## src/rtl/ws2812_frame_source_pkg.sv

```systemverilog
// Shared definitions for the WS2812 frame source: byte order, FSM states,
// inter-frame gap derivation and the brightness scaling helper.
package ws2812_frame_source_pkg;

    // Position of a byte within one LED's GRB triplet.
    localparam logic [1:0] SUB_G = 2'd0;
    localparam logic [1:0] SUB_R = 2'd1;
    localparam logic [1:0] SUB_B = 2'd2;

    // Inter-frame gap in microseconds: 8 bit times (10 us at 1.25 us/bit),
    // the serializer's 60 us reset tail, and margin.
    localparam int unsigned GAP_US = 80;

    typedef enum logic [2:0] {
        ST_IDLE,
        ST_FETCH,
        ST_SCALE,
        ST_PRIME,
        ST_READY,
        ST_GAP
    } fs_state_t;

    // floor(GAP_US * 1e-6 * clk_hz) in integer arithmetic, so the result is
    // exact rather than subject to real rounding; never less than one cycle.
    function automatic int unsigned gap_cycles(input int unsigned clk_hz);
        logic [63:0] n;
        n = 64'(clk_hz) * 64'(GAP_US) / 64'd1_000_000;
        return (n == 64'd0) ? 32'd1 : 32'(n);
    endfunction

    // (c * (b + 1)) >> 8 with a 16-bit product: b=255 is identity, b=0 is black.
    function automatic logic [7:0] scale_byte(input logic [7:0] c, input logic [7:0] b);
        logic [15:0] prod;
        prod = 16'(c) * (16'(b) + 16'd1);
        return prod[15:8];
    endfunction

endpackage

```

## src/rtl/ws2812_frame_ram.sv

```systemverilog
// Synchronous single-port-write / single-port-read RAM, read-first on a
// same-address collision, one cycle of read latency.
module ws2812_frame_ram #(
    parameter  int unsigned DEPTH = 8,
    parameter  int unsigned WIDTH = 24,
    localparam int unsigned AW    = (DEPTH > 1) ? $clog2(DEPTH) : 1
) (
    input  logic             clk,
    input  logic             we,
    input  logic [AW-1:0]    waddr,
    input  logic [WIDTH-1:0] wdata,
    input  logic [AW-1:0]    raddr,
    output logic [WIDTH-1:0] rdata
);

    logic [WIDTH-1:0] mem [DEPTH];

    // Write and registered read on the same edge; the read sees the old word.
    always_ff @(posedge clk) begin
        if (we && (32'(waddr) < DEPTH)) begin
            mem[waddr] <= wdata;
        end
        rdata <= mem[raddr];
    end

endmodule

```

## src/rtl/ws2812_frame_source.sv

```systemverilog
// Frame source for the WS2812 serializer: streams the frame buffer as scaled
// GRB bytes over the trigger / data_request / data_valid handshake and holds
// off the next frame until the serializer's reset tail has elapsed.
module ws2812_frame_source
    import ws2812_frame_source_pkg::*;
#(
    parameter  int unsigned INPUT_CLOCK = 12_000_000,
    parameter  int unsigned NUM_LEDS    = 8,
    localparam int unsigned AW          = (NUM_LEDS > 1) ? $clog2(NUM_LEDS) : 1
) (
    input  logic          clk,
    input  logic          rst,
    input  logic          start,
    input  logic [7:0]    brightness,
    input  logic          wr_en,
    input  logic [AW-1:0] wr_addr,
    input  logic [23:0]   wr_rgb,
    output logic          trigger,
    output logic [7:0]    data_out,
    output logic          data_valid,
    input  logic          data_request,
    output logic          busy,
    output logic          frame_done
);

    localparam int unsigned GAP_CYCLES = gap_cycles(INPUT_CLOCK);
    localparam int unsigned GW         = (GAP_CYCLES > 1) ? $clog2(GAP_CYCLES) : 1;

    fs_state_t       state, state_nx;
    logic [AW-1:0]   led_idx;
    logic [1:0]      sub_idx;
    logic [7:0]      bright_q;
    logic [GW-1:0]   gap_cnt;
    logic [23:0]     rd_rgb;
    logic [7:0]      sel_byte;
    logic            consume;
    logic            last_byte;
    logic            first_byte;

    ws2812_frame_ram #(
        .DEPTH (NUM_LEDS),
        .WIDTH (24)
    ) u_ram (
        .clk   (clk),
        .we    (wr_en),
        .waddr (wr_addr),
        .wdata (wr_rgb),
        .raddr (led_idx),
        .rdata (rd_rgb)
    );

    assign consume    = data_request && data_valid;
    assign last_byte  = (led_idx == AW'(NUM_LEDS - 1)) && (sub_idx == SUB_B);
    assign first_byte = (led_idx == '0) && (sub_idx == SUB_G);

    // Pick the colour channel for the current byte position (GRB order).
    always_comb begin
        sel_byte = rd_rgb[7:0];
        case (sub_idx)
            SUB_G:   sel_byte = rd_rgb[15:8];
            SUB_R:   sel_byte = rd_rgb[23:16];
            default: sel_byte = rd_rgb[7:0];
        endcase
    end

    // State register.
    always_ff @(posedge clk) begin
        if (rst) begin
            state <= ST_IDLE;
        end else begin
            state <= state_nx;
        end
    end

    // Next-state logic.
    always_comb begin
        state_nx = state;
        case (state)
            ST_IDLE:  if (start) state_nx = ST_FETCH;
            ST_FETCH: state_nx = ST_SCALE;
            ST_SCALE: state_nx = first_byte ? ST_PRIME : ST_READY;
            ST_PRIME: state_nx = ST_READY;
            ST_READY: if (consume) state_nx = last_byte ? ST_GAP : ST_FETCH;
            ST_GAP:   if (gap_cnt == '0) state_nx = ST_IDLE;
            default:  state_nx = ST_IDLE;
        endcase
    end

    // Moore outputs decoded from the state.
    always_comb begin
        trigger    = (state == ST_PRIME);
        data_valid = (state == ST_PRIME) || (state == ST_READY);
        busy       = (state != ST_IDLE);
        frame_done = (state == ST_GAP) && (gap_cnt == '0);
    end

    // Datapath: brightness latch, byte position, scaled byte and gap counter.
    always_ff @(posedge clk) begin
        if (rst) begin
            led_idx  <= '0;
            sub_idx  <= SUB_G;
            bright_q <= '0;
            data_out <= '0;
            gap_cnt  <= '0;
        end else begin
            case (state)
                ST_IDLE: begin
                    if (start) begin
                        bright_q <= brightness;
                        led_idx  <= '0;
                        sub_idx  <= SUB_G;
                    end
                end
                ST_SCALE: data_out <= scale_byte(sel_byte, bright_q);
                ST_READY: begin
                    if (consume) begin
                        if (last_byte) begin
                            gap_cnt <= GW'(GAP_CYCLES - 1);
                        end else if (sub_idx == SUB_B) begin
                            sub_idx <= SUB_G;
                            led_idx <= led_idx + AW'(1);
                        end else begin
                            sub_idx <= sub_idx + 2'd1;
                        end
                    end
                end
                ST_GAP: begin
                    if (gap_cnt != '0) gap_cnt <= gap_cnt - GW'(1);
                end
                default: ;
            endcase
        end
    end

    // The serializer cannot have seen trigger yet, so it must not request in PRIME.
    a_no_consume_in_prime: assert property (
        @(posedge clk) disable iff (rst) !((state == ST_PRIME) && data_request)
    );

endmodule
```

## config.mk

```make
export PLATFORM = sky130hd
export DESIGN_NAME = ws2812_frame_source
export DESIGN_NICKNAME = d
export VERILOG_FILES = /design/src/rtl/ws2812_frame_source_pkg.sv /design/src/rtl/ws2812_frame_ram.sv /design/src/rtl/ws2812_frame_source.sv
export SDC_FILE = /design/constraint.sdc
export NUM_CORES = 1
export LEC_CHECK = 0
export ABC_AREA = 1
export CAP_MARGIN = 20
export CORE_MARGIN = 3
export CORE_UTILIZATION = 25
export DETAILED_ROUTE_END_ITERATION = 10
export PLACE_DENSITY = 0.5
export SKIP_CTS_REPAIR_TIMING = 1
export SLEW_MARGIN = 10
export SYNTH_ARGS = -nofsm -noshare
export SYNTH_HDL_FRONTEND = slang
export SYNTH_SLANG_ARGS = --single-unit
```

## constraint.sdc

```tcl
create_clock -name clk -period 5.1 [get_ports clk]
set_clock_uncertainty 0.15 [all_clocks]
set_input_delay 1.02 -clock clk [delete_from_list [all_inputs] [get_ports clk]]
set_output_delay 1.02 -clock clk [all_outputs]
set_load 0.05 [all_outputs]
```

==> summary.txt, run 1 <==
routed vias - 8,265
Sw Pwr - 0.00407 W
register area - 6930 sq um
Syn Inst Count - 1,167
synth unique cells - 44
Mapped Area - 12,000 sq um
Worst Reg2Reg Path Length in Cells - 22
startpoint types - flip-flop
number of global-route vias before repair - 8,301
DR iter-0 viols - 544
max frequency - 0.210 GHz
Worst-Margin Slew - 0.844 ns
Final ANT Viol Nets - 0
Worst setup EP type - flip-flop
H-tree depth - 1
antenna fix cells - 0
initial antenna violation count - 0
HP Class - reg -> reg
drt pass-1 iters - 5
drt drc - 0
total power - 0.00959 W
switch share - 0.425
DIE AREA - 50,800 sq um
Data arrival, critical path - 5.07 ns
filler instances - 4,826
ys async rst share - 0
pwr dens - 659 nW/um^2
hold wc startpoint - gap_cnt[6]$_SDFFE_PP0P_
combinational share of power - 0.531
Worst Path Class, Setup - reg -> reg
crit path time final - 4.77 ns
Clk Tree Root Cell - clkbuf_16
commonest register cell after synthesis - edfxtp_1
Clock power frac - 0.209
overall die height - 225 microns
final hold violations - 0
Initial Utilization - 0.256
internal power - 0.00551 W
share of cells above drive strength 1 - 0.127
non-filler instance count after layout - 1,872
CTS tree - built
final WL - 29,000 microns
first-pass GRT wire length - 46,200 microns
Max Cap Viol - 0
clk sinks - 250
area occupied by multi-input gates - 4620 sq um
wire length per cell - 15.5 microns
CTS max path bufs - 3
Setup violations, final - 0
post-placement cell count - 1,816
synth warn - 0
CP Launch Point - bright_q[2]$_SDFFE_PP0P_
number of synthesized flops with an enable pin - 192
routability congestion estimate from global placement - 0.833
# rows - 79
Flop pwr share - 0.260
max-slew violation count - 0
total core area - 47,100 sq um
I/O pins - 52
die width - 225 microns
R2R Setup Slk - 0.33 ns
gr ovfl total - 0
register area share after synthesis - 0.575
Worst-Skew Late Latency - 0.55 ns
status - finished clean
syn_nets - 1,284
R2R Path Start - bright_q[2]$_SDFFE_PP0P_
Layout area overhead - 20.7%
vias per std cell - 4.42
worst hold stages - 2
CP Max Fanout - 4
maximum vdd drop - 621 uV
Num CTS Buffers - 27
Critical Path RT - 5.40 ns
Seq cells post-synth - 250
GRT Total Usage - 0.115
HPWL after detailed placement - 18,800 microns
Avg Cell Area, Syn - 10.3 sq um
largest net degree at the start of global routing - 100
Final #Nets - 1,361
Max-slew headroom - 0.437
crit share post-route - 0.936
port bufs - 51
clk slew on worst S/H paths - 0.06 ns
Leakage - 5.54 nW
[critical path, stage by stage, from the launching register on]
cell      delay [ns]
dfxtp_2         0.34
inv_1           0.08
nor3_4          0.23
nand4_1         0.15
nor2_2          0.18
xor2_2          0.22
nor2_1          0.09
fa_1            0.51
inv_1           0.06
fa_1            0.46
fa_1            0.54
inv_1           0.05
fa_1            0.36
ha_1            0.36
inv_1           0.07
o21ai_1         0.24
a21oi_1         0.10
o21bai_1        0.15
a21oi_1         0.07
nand3_1         0.10
nand3_1         0.08
nand2_1         0.06
inv_1           0.03
[area by class of cell]
type | instances | area share
repair buffers | 89 | 0.0570
multi-input cells | 748 | 0.318
flip-flops and latches | 250 | 0.477
clock buffers | 33 | 0.0480
inverters | 128 | 0.0332
clock inverters | 17 | 0.0148
well taps | 607 | 0.0522
[metrics by stage]
stage               instance area [sq um]  setup TNS (ns)  worst slack (ns)  utilization  hold slack, ns
floorplan                           12000               0             0.186            -           0.302
global placement                    13400               0            0.0781        0.285           0.322
detailed placement                  13400               0            0.0139        0.285           0.329
CTS                                 14300               0           0.00215        0.305           0.337
global route                        14500         -0.0145           -0.0145        0.309           0.365
finish                              14500               0             0.329        0.309           0.330
[cell families (layout without fill, tap and decap cells)]
kind of cell / count (synthesis) / after routing / synth area share
flops: 250 / 250 / 0.575
fa+ha+maj: 77 / 77 / 0.105
xor+xnor: 11 / 11 / 0.00862
simple gates: 441 / 441 / 0.157
compound gates: 219 / 219 / 0.101
buf+inv: 169 / 267 / 0.0532
[final timing paths]
| path | end |
|---|---|
| worst min-delay path | gap_cnt[6]$_SDFFE_PP0P_ |
| worst min register to register | gap_cnt[6]$_SDFFE_PP0P_ |
| worst max register to register | data_out[6]$_SDFFE_PP0N_ |
| worst max-delay path | data_out[6]$_SDFFE_PP0N_ |
[layer usage]
metal | up-vias | share of wire | routed length [microns] | global-route usage
li1 | 4103 | - | - | -
met3 | 40 | 0.036 | 1060 | 0.0186
met1 | 3987 | 0.46 | 13200 | 0.150
met2 | 135 | 0.49 | 14300 | 0.202
met4 | 0 | 0.016 | 475 | 0.0217
met5 | - | 0 | 0 | 0
[Yosys cell counts, drive strengths merged, types with 6 or more instances]
cell / count / area [sq um]
fa: 40 / 801
nand4: 9 / 71.3
a31oi: 26 / 163
nand2: 103 / 417
inv: 127 / 479
nor2: 287 / 1130
dfxtp: 58 / 1160
ha: 37 / 463
clkbuf: 38 / 143
o21a: 6 / 45.0
nor3: 9 / 60.1
a21oi: 35 / 179
xor2: 7 / 68.8
o22ai: 25 / 156
edfxtp: 192 / 5770
o21ai: 116 / 584
nand3: 27 / 165
[power groups by stage]
stage	Combinational (W)	Sequential, W	Clock, W
finish	0.00509	0.00250	0.00200
CTS	0.00465	0.00249	0.00206
global placement	0.00460	0.00253	0
floorplan	0.00334	0.00258	0
detailed placement	0.00461	0.00254	0
global route	0.00584	0.00252	0.00214
[cells in the final DEF, fill, tap and decap left out, types with 31 or more instances in the layout]
cell type / count
buf_4: 36
edfxtp_1: 192
clkdlybuf4s50_1: 51
ha_1: 33
nand2_1: 89
fa_1: 40
o21ai_0: 113
a21oi_1: 31
dfxtp_1: 52
nor2_1: 264
inv_1: 113
[state kept, by name, indices dropped and copies added, names as in the netlist]
| name | cells |
|---|---|
| bright_q | 8 |
| data_out | 8 |
| sub_idx | 2 |
| led_idx | 3 |
| u_ram.rdata | 24 |
| gap_cnt | 10 |
| u_ram.mem | 192 |
| state | 3 |
Power figures use the tool's default switching activity.
==> run 2, diff against run 1 <==
- GPL_ROUTABILITY_DRIVEN: default -> 0
- TNS_END_PERCENT: default -> 50
==> results of run 2 <==
Same layout as run 1: the final DEF is identical, and so are final timing and power.
==> run 3, diff against run 2 <==
- GPL_TIMING_DRIVEN: default -> 0
==> run 3 against run 2 <==
  * Cell count rose by 1.6%
  * Worst setup slack got worse by 0.094 ns
  * Critical path depth rose by 2
  * Register-to-register slack got worse by 0.09 ns
  * Core utilization rose by 0.58 points
  * Non-clock buffer count rose by 32
  * Sequential power barely moved
  * Global-route usage rose by 1.0 points
  * Sequential share of layout area fell by 0.84 points
  * Largest cell class unchanged
  * Largest power group unchanged
==> summary.txt, run 3 (same netlist as run 1, synthesis figures left out) <==
pwr dens - 661 nW/um^2 (was 659 nW/um^2)
max-slew violation count - 0 (unchanged)
hold wc startpoint - gap_cnt[6]$_SDFFE_PP0P_ (unchanged)
internal power - 0.00548 W (was 0.00551 W)
commonest non-fill, non-tap cells in the layout - nor2_1 (263), edfxtp_1 (192), o21ai_0 (112) (was nor2_1 (264), edfxtp_1 (192), inv_1 (113), o21ai_0 (113), nand2_1 (89))
max reg flops - 192 (unchanged)
GRT Total Usage - 0.125 (was 0.115)
Cell Area, Placed - 13,600 sq um (was 13,400 sq um)
gr ovfl total - 0 (unchanged)
Setup violations, final - 0 (unchanged)
maximum vdd drop - 561 uV (was 621 uV)
CP Launch Point - bright_q[1]$_SDFFE_PP0P_ (was bright_q[2]$_SDFFE_PP0P_)
Max-slew headroom - 0.513 (was 0.437)
crit-path most repeated cell - nand2_1 (was inv_1)
Worst setup EP type - flip-flop (unchanged)
status - finished clean (unchanged)
DIE AREA - 50,800 sq um (unchanged)
total core area - 47,100 sq um (unchanged)
share of cells above drive strength 1 - 0.126 (was 0.127)
Initial Utilization - 0.256 (unchanged)
H-tree depth - 1 (unchanged)
combinational share of power - 0.554 (was 0.531)
non-filler instance count after layout - 1,902 (was 1,872)
largest net degree at the start of global routing - 25 (was 100)
Buf+Inv Stages, Crit Path - 6 (was 5)
Sw Pwr - 0.00432 W (was 0.00407 W)
worst slack at placement - -0.551 ns (was 0.0139 ns)
max frequency - 0.206 GHz (was 0.210 GHz)
Crit-path slowest cell - fa_1 (unchanged)
routed vias - 8,526 (was 8,265)
initial antenna violation count - 0 (unchanged)
port bufs - 51 (unchanged)
Layout area overhead - 23.0% (was 20.7%)
clk sinks - 250 (unchanged)
Largest regs - u_ram.mem (192), u_ram.rdata (24), gap_cnt (10) (unchanged)
overall die height - 225 microns (unchanged)
wire length per cell - 16.8 microns (was 15.5 microns)
final hold violations - 0 (unchanged)
switch share - 0.441 (was 0.425)
crit path time final - 4.87 ns (was 4.77 ns)
ordered cell list for the critical path - inv_1 > nor3_4 > nand4_1 > nor2_2 > xor2_2 > buf_6 > buf_4 > inv_2 > nand2_1 > fa_1 > fa_1 > inv_1 > fa_1 > ha_1 > ha_2 > nand2_1 > inv_1 > nand3_1 > nor3_1 > nand2_1 > nand3_1 > nand2_1 > nor2_2 > nor2_1 (was inv_1 > nor3_4 > nand4_1 > nor2_2 > xor2_2 > nor2_1 > fa_1 > inv_1 > fa_1 > fa_1 > inv_1 > fa_1 > ha_1 > inv_1 > o21ai_1 > a21oi_1 > o21bai_1 > a21oi_1 > nand3_1 > nand3_1 > nand2_1 > inv_1)
clk slew on worst S/H paths - 0.07 ns (was 0.06 ns)
first-pass GRT wire length - 49,300 microns (was 46,200 microns)
CP Max Fanout - 7 (was 4)
R2R Path Start - bright_q[1]$_SDFFE_PP0P_ (was bright_q[2]$_SDFFE_PP0P_)
CTS max path bufs - 3 (unchanged)
vias per std cell - 4.48 (was 4.42)
Final #Nets - 1,392 (was 1,361)
Critical Path RT - 5.39 ns (was 5.40 ns)
Num CTS Buffers - 26 (was 27)
Clock power frac - 0.190 (was 0.209)
Crit path max-delay family - adder cells (unchanged)
# rows - 79 (unchanged)
final WL - 32,000 microns (was 29,000 microns)
antenna fix cells - 0 (unchanged)
Final ANT Viol Nets - 0 (unchanged)
Max Cap Viol - 0 (unchanged)
HP Class - reg -> reg (unchanged)
startpoint types - flip-flop (unchanged)
crit share post-route - 0.954 (was 0.936)
Data arrival, critical path - 5.16 ns (was 5.07 ns)
Worst-Margin Slew - 0.730 ns (was 0.844 ns)
number of global-route vias before repair - 8,604 (was 8,301)
die width - 225 microns (unchanged)
drt pass-1 iters - 5 (unchanged)
Leakage - 5.58 nW (was 5.54 nW)
delay of the slowest cell on the worst path - 0.54 ns (about the same)
Worst-Skew Late Latency - 0.57 ns (was 0.55 ns)
leading cell type in the layout, fill and taps excluded - nor2_1 (unchanged)
Worst Path Class, Setup - reg -> reg (unchanged)
I/O pins - 52 (unchanged)
RSZ-0062 raised after global routing - true
final worst setup slack - 0.235 ns (was 0.329 ns)
Clk Tree Root Cell - clkbuf_16 (unchanged)
DR iter-0 viols - 450 (was 544)
Flop pwr share - 0.256 (was 0.260)
drt drc - 0 (unchanged)
HPWL after detailed placement - 22,800 microns (was 18,800 microns)
CTS tree - built (unchanged)
post-placement cell count - 1,833 (was 1,816)
Final Cell Area - 14,800 sq um (was 14,500 sq um)
Largest Register - u_ram.mem (unchanged)
==> run 3: cell count changes in the layout (fill, tap and decap cells not counted), sizes merged <==
cell / previous run / this run
buf: 38 / 32
inv: 131 / 128
clkinv: 8 / 7
bufinv: 4 / 0
clkbuf: 33 / 76
clkinvlp: 2 / 3
==> run 3: path summary, 6_finish.rpt <==
path	to	slack (ns)	cells after the start
min	gap_cnt[6]$_SDFFE_PP0P_	0.34	2
max	data_out[7]$_SDFFE_PP0N_	0.23	24
max reg2reg	data_out[7]$_SDFFE_PP0N_	0.23	24
min reg2reg	gap_cnt[6]$_SDFFE_PP0P_	0.34	2
==> run 3: worst reg2reg max path: stages, from the launching register on <==
cell and delay, ns:
dfxtp_2 0.33, inv_1 0.07, nor3_4 0.22, nand4_1 0.17
nor2_2 0.19, xor2_2 0.15, buf_6 0.14, buf_4 0.11
inv_2 0.03, nand2_1 0.07, fa_1 0.44, fa_1 0.55
inv_1 0.06, fa_1 0.48, ha_1 0.31, ha_2 0.39
nand2_1 0.09, inv_1 0.07, nand3_1 0.11, nor3_1 0.19
nand2_1 0.11, nand3_1 0.08, nand2_1 0.06, nor2_2 0.17
nor2_1 0.05
==> run 3: layout make-up <==
cell class | count | area, sq um
inverters | 128 | 489
clock inverters | 10 | 93.8
well taps | 607 | 759
multi-input cells | 748 | 4740
flip-flops and latches | 250 | 6940
clock buffers | 38 | 746
plain buffers | 41 | 158
repair buffers | 80 | 885
fillers | 4894 | 32200
==> run 3: power by group through the flow <==
stage	clock network (W)	logic (W)	registers (W)
after global placement	0	0.00456	0.00254
after detailed placement	0	0.00459	0.00254
final	0.00186	0.00543	0.00251
after global routing	0.00198	0.00620	0.00253
after floorplan	0	0.00334	0.00258
after CTS	0.00190	0.00463	0.00250
==> run 3: stage by stage <==
stage               hold slack, ns  utilization  power, W  setup TNS [ns]
global route                 0.366        0.315    0.0107          -0.146
global placement             0.322        0.283   0.00710           -1.99
CTS                          0.346        0.307   0.00903           -2.26
finish                       0.338        0.315   0.00980               0
floorplan                    0.302            -   0.00592               0
detailed placement           0.334        0.289   0.00713           -2.10
==> run 3: per-layer routing <==
layer | vias to the layer above | track usage | routed length (microns)
li1 | 4162 | - | -
met1 | 4165 | 0.165 | 14600
met2 | 152 | 0.214 | 15500
met3 | 47 | 0.0190 | 1020
met4 | 0 | 0.0349 | 866
met5 | - | 0 | 0
